File: src/rtl/square_root_seq_if.sv
// Handshake/data bundle for square_root_seq.
// The remainder signal exists only when SQRT_REM_EN is defined.
interface square_root_seq_if #(
    parameter int IN_W = 8
);
    logic                start;
    logic [IN_W-1:0]     square;
    logic                ready;
    logic                done;
    logic [IN_W/2-1:0]   root;
    logic                exact;
`ifdef SQRT_REM_EN
    logic [IN_W/2:0]     rem;

    modport master (output start, square, input  ready, done, root, exact, rem);
    modport slave  (input  start, square, output ready, done, root, exact, rem);
`else
    modport master (output start, square, input  ready, done, root, exact);
    modport slave  (input  start, square, output ready, done, root, exact);
`endif
endinterface

File: src/rtl/square_root_seq.sv
// Sequential integer square root, restoring digit-by-digit, one root bit
// per clock, MSB first. start/ready/done handshake through square_root_seq_if.
// Optional macro SQRT_REM_EN: exposes the final remainder on the rem port.
module square_root_seq #(
    parameter int IN_W = 8
) (
    input  logic              clk,
    input  logic              rst,
    square_root_seq_if.slave  bus
);
    localparam int H  = IN_W / 2;          // root width
    localparam int RW = H + 2;             // partial remainder, wide enough pre-subtract
    localparam int CW = (H > 1) ? $clog2(H) : 1;

    typedef enum logic [1:0] {IDLE, CALC, DONE} state_t;

    state_t          state_q, state_d;
    logic [IN_W-1:0] op_q, op_d;           // operand, consumed two bits per step from the top
    logic [H-1:0]    root_p_q, root_p_d;
    logic [RW-1:0]   rem_p_q, rem_p_d;
    logic [CW-1:0]   cnt_q, cnt_d;
    logic [H-1:0]    root_q, root_d;
    logic            exact_q, exact_d;
`ifdef SQRT_REM_EN
    logic [H:0]      rem_q, rem_d;
`endif

    logic [RW-1:0]   rem_t, trial, rem_n;
    logic            bit_n;
    logic [H-1:0]    root_n;

    // State and datapath registers; reset drops any in-flight result
    always_ff @(posedge clk) begin
        if (rst) begin
            state_q  <= IDLE;
            op_q     <= '0;
            root_p_q <= '0;
            rem_p_q  <= '0;
            cnt_q    <= '0;
            root_q   <= '0;
            exact_q  <= 1'b0;
`ifdef SQRT_REM_EN
            rem_q    <= '0;
`endif
        end else begin
            state_q  <= state_d;
            op_q     <= op_d;
            root_p_q <= root_p_d;
            rem_p_q  <= rem_p_d;
            cnt_q    <= cnt_d;
            root_q   <= root_d;
            exact_q  <= exact_d;
`ifdef SQRT_REM_EN
            rem_q    <= rem_d;
`endif
        end
    end

    // One restoring step plus next-state decode
    always_comb begin
        state_d  = state_q;
        op_d     = op_q;
        root_p_d = root_p_q;
        rem_p_d  = rem_p_q;
        cnt_d    = cnt_q;
        root_d   = root_q;
        exact_d  = exact_q;
`ifdef SQRT_REM_EN
        rem_d    = rem_q;
`endif
        // Bring down the next two operand bits and try root*4+1
        rem_t = (rem_p_q << 2) | RW'(op_q[IN_W-1 -: 2]);
        trial = (RW'(root_p_q) << 2) | RW'(1);
        if (rem_t >= trial) begin
            rem_n = rem_t - trial;
            bit_n = 1'b1;
        end else begin
            rem_n = rem_t;
            bit_n = 1'b0;
        end
        root_n = (root_p_q << 1) | H'(bit_n);

        case (state_q)
            IDLE: begin
                if (bus.start) begin
                    op_d     = bus.square;
                    root_p_d = '0;
                    rem_p_d  = '0;
                    cnt_d    = CW'(H - 1);
                    state_d  = CALC;
                end
            end
            CALC: begin
                op_d     = op_q << 2;
                root_p_d = root_n;
                rem_p_d  = rem_n;
                cnt_d    = cnt_q - CW'(1);
                if (cnt_q == '0) begin
                    root_d  = root_n;
                    exact_d = (rem_n == '0);
`ifdef SQRT_REM_EN
                    rem_d   = rem_n[H:0];
`endif
                    state_d = DONE;
                end
            end
            DONE:    state_d = IDLE;
            default: state_d = IDLE;
        endcase
    end

    assign bus.ready = (state_q == IDLE);
    assign bus.done  = (state_q == DONE);
    assign bus.root  = root_q;
    assign bus.exact = exact_q;
`ifdef SQRT_REM_EN
    assign bus.rem   = rem_q;
`endif
endmodule
File: src/flat_wrapper.sv
// flat-port wrapper written by rule: the top's interface ports become plain ports
module square_root_seq_flat 
#(
    parameter int IN_W = 8
)
  (clk, rst, bus_start, bus_square, bus_ready, bus_done, bus_root, bus_exact);
  square_root_seq_if #(.IN_W(IN_W)) bus_i ();
  input  logic clk;
  input  logic rst;
  input wire logic [$bits(bus_i.start)-1:0] bus_start;
  input wire logic [$bits(bus_i.square)-1:0] bus_square;
  output wire logic [$bits(bus_i.ready)-1:0] bus_ready;
  output wire logic [$bits(bus_i.done)-1:0] bus_done;
  output wire logic [$bits(bus_i.root)-1:0] bus_root;
  output wire logic [$bits(bus_i.exact)-1:0] bus_exact;
  assign bus_i.start = bus_start;
  assign bus_i.square = bus_square;
  assign bus_ready = bus_i.ready;
  assign bus_done = bus_i.done;
  assign bus_root = bus_i.root;
  assign bus_exact = bus_i.exact;
  square_root_seq #(.IN_W(IN_W)) u_core (.clk(clk), .rst(rst), .bus(bus_i));
endmodule
File: config.mk
export PLATFORM = sky130hd
export DESIGN_NAME = square_root_seq_flat
export DESIGN_NICKNAME = d
export VERILOG_FILES = /design/src/rtl/square_root_seq_if.sv /design/src/rtl/square_root_seq.sv /design/src/flat_wrapper.sv
export SDC_FILE = /design/constraint.sdc
export NUM_CORES = 1
export LEC_CHECK = 0
export BUFFER_PORTS_ARGS = -buffer_cell sky130_fd_sc_hd__buf_2
export CAP_MARGIN = 30
export CORE_MARGIN = 8
export CORE_UTILIZATION = 51
export CTS_BUF_LIST = sky130_fd_sc_hd__clkbuf_16
export DETAILED_ROUTE_END_ITERATION = 8
export PLACE_DENSITY = 0.83
export SETUP_SLACK_MARGIN = 0.05
export SYNTH_ARGS = -nofsm -noshare
export SYNTH_HDL_FRONTEND = slang
export SYNTH_SLANG_ARGS = --single-unit
File: constraint.sdc
create_clock -name clk -period 1.8 [get_ports clk]
set_input_delay 0.27 -clock clk [delete_from_list [all_inputs] [get_ports clk]]
set_output_delay 0.27 -clock clk [all_outputs]
set_load 0.1 [all_outputs]
==> run metrics <==
Antenna Nets Post-Route=0; commonest non-fill, non-tap cell in the layout=nor2_1; pin count of the biggest net entering global routing=25; type of the most critical hold path=in -> reg; DIE WIDTH=67.7 um; critical path endpoint category=flip-flop; Clock Tree Buf Depth=2; most frequent cells in the layout=nor2_1 (30), dfxtp_1 (21), buf_2 (17), a21oi_1 (14), inv_1 (9); initial DRC count=65; CP max FO=5; Synth Area in Compound Gates=0.194; Power per Cell Area=1170 nW/um2; area grow syn2layout=15.2%; core footprint=2500 um2; Area contributors post-synth=dfxtp_1 (37%), nor2_1 (8.5%), ha_1 (6.4%); max cap viols=0; clock root buffer=clkbuf_16; total leakage power=0.640 nW; WL met2=1570 um; post-synthesis cell type count=37; Post-Synth XOR/XNOR Area=0.0450; CP peak stage delay=0.40 ns; register-to-register setup slack=0.09 ns; post-synthesis sequential area ratio=0.368; Slew headroom=0.671; Final Skew=0.00762 ns; final setup fails=0; clk sinks=25; Crit Path Category=reg -> reg; CTS tree=built; RSZ-0062 raised after global routing=yes; Avg Cell Area, Syn=8.15 um2; max-slew violations=0; Post-Place Cells=208; Residual DRC=0; slowest cell on the critical path=or3_1; vias in the first global route=1,137; CP Launch Point=u_core.root_p_q[0]$_SDFFE_PP0P_; GR Util All Layers=0.141; RePlAce Congestion=0.817; hold path startpoint=bus_square[1]; fin crit period=1.71 ns; initial core utilization=0.545; Die Height=67.7 um; initial antenna violation count=0; Primary FF master, synth=dfxtp_1; Final TNS setup=0 ns; DR pass1 iterations=4; crit-path cells=inv_1 -> ha_1 -> or3_1 -> o22ai_2 -> xor2_1 -> nand4_1 -> o211ai_2; GRT Residual Overflow=0; Antenna diodes=0; Avg WL per Cell=14.4 um; worst skew pair latency=0.26 ns; largest family of logic cells by synthesized area=simple AND/OR/NAND/NOR gates; Post-synth EDFFs=0; syn_nets=185; routed length on met3=104 um; Via density=5.61; top cell type by total area after synthesis=dfxtp_1; final period utilization=0.947; top cell type's share of synthesized area=0.368; outcome=complete, no violations; Synth Area in Adders=0.0643; PortBufs=17; Peak VDD IR=0.972 mV; die area=4580 um2; first-pass GRT wire length=5030 um; final hold vios=0; worst r2r src=u_core.root_p_q[0]$_SDFFE_PP0P_; Simple-Gate Fraction of Synth Area=0.249; Post-Syn Area=1360 um2; Core Rows=18; FF+latch count, synth=25; CTS Buf Count=3; routed wire length=3060 um; Post-DP HPWL=2170 um; IO Count=18; DR top layer=met4; met1 WL=1350 um; CP Data Required Time=2.00 ns; f_max=587 MHz; Worst Tran Pin Value=0.497 ns; htree depth=1; Reg clk slew, reported paths=0.07 ns; layout cell share with drive strength beyond 1=0.209; via count=1,189; crit start category=flip-flop; layout net count=201; Synth async-reset ratio=0; synth warn=0; mux cell area share after synthesis=0.0221; cells after synthesis=167; fin cells=212; CP arrival=1.90 ns
cells in the mapped netlist (2+ instances only):
master    number
inv_1          9
a21oi_1       14
a22oi_1        4
nand3_1        3
nor2b_1        6
nand2b_1       4
o21a_1         2
nand2_1        8
nand3b_1       3
nor2_1        31
nor3_1         5
dfxtp_1       25
ha_1           7
nand4_1        2
xnor2_1        6
mux2i_1        3
buf_2          6
o21ai_1        4
a211oi_1       5
clkbuf_1       3
cell families after synthesis:
logic type / Yosys count
mux: 3
buf+inv: 19
compound gates: 38
xor+xnor: 7
simple gates: 68
flops: 25
fa+ha+maj: 7
layout make-up:
cell class | instances | area [um2]
inverters | 10 | 37.5
clock buffers | 3 | 75.1
clock inverters | 1 | 5.00
flip-flops and latches | 25 | 505
multi-input cells | 123 | 800
fillers | 196 | 932
well taps | 30 | 37.5
repair buffers | 20 | 108
power by group:
group | internal [W] | switching [W] | total [W]
combinational | 0.000283 | 0.000399 | 0.000682
sequential | 0.000607 | 0.0000512 | 0.000659
clock | 0.000299 | 0.000195 | 0.000494
state kept, by name, indices dropped and copies added, names as in the netlist:
register / cells
u_core.op_q: 8
u_core.bus.root: 4
u_core.rem_p_q: 4
u_core.root_p_q: 4
u_core.cnt_q: 2
u_core.state_q: 2
u_core.bus.exact: 1
through the flow:
step / area [um2] / power [W] / hold slack [ns] / worst slack, ns / utilization
6_report: 1570 / 0.00183 / 0.268 / 0.0950 / 0.627
5_1_grt: 1570 / 0.00194 / 0.279 / 0.0444 / 0.627
4_1_cts: 1550 / 0.00183 / 0.270 / 0.0727 / 0.621
3_5_place_dp: 1470 / 0.00133 / 0.449 / 0.0803 / 0.588
3_3_place_gp: 1470 / 0.00131 / 0.442 / 0.116 / 0.588
2_1_floorplan: 1370 / 0.00121 / 0.354 / 0.0318 / -
timing repair:
action / CTS / global route
cloned: 0 / 0
pin swaps: 0 / 2
setup endpoints to repair: 1 / 6
resized for setup: 1 / 5
hold buffers: 0 / 0
buffers inserted: 0 / 0
per-layer routing:
metal | vias up | GRT usage
met5 | - | 0
met4 | 0 | 0.0627
met3 | 4 | 0.0364
met2 | 27 | 0.244
met1 | 559 | 0.158
li1 | 599 | -
path summary, 6_finish.rpt:
check	to	cells after the start
worst max-delay path	u_core.bus.exact$_SDFFE_PP0P_	7
worst min-delay path	u_core.op_q[1]$_SDFFE_PP0P_	3
worst max register to register	u_core.bus.exact$_SDFFE_PP0P_	7
worst min register to register	u_core.bus.root[1]$_SDFFE_PP0P_	2
critical path: cells and delay by family (launching register included):
family,cells,cell delay [ns]
buffers and inverters,1,0.06
adders and majority gates,1,0.26
and+or+nand+nor,2,0.53
AOI/OAI and AO/OA,2,0.26
DFF,1,0.36
xor gates and xnor gates,1,0.18
(Power assumes the default switching activity.)
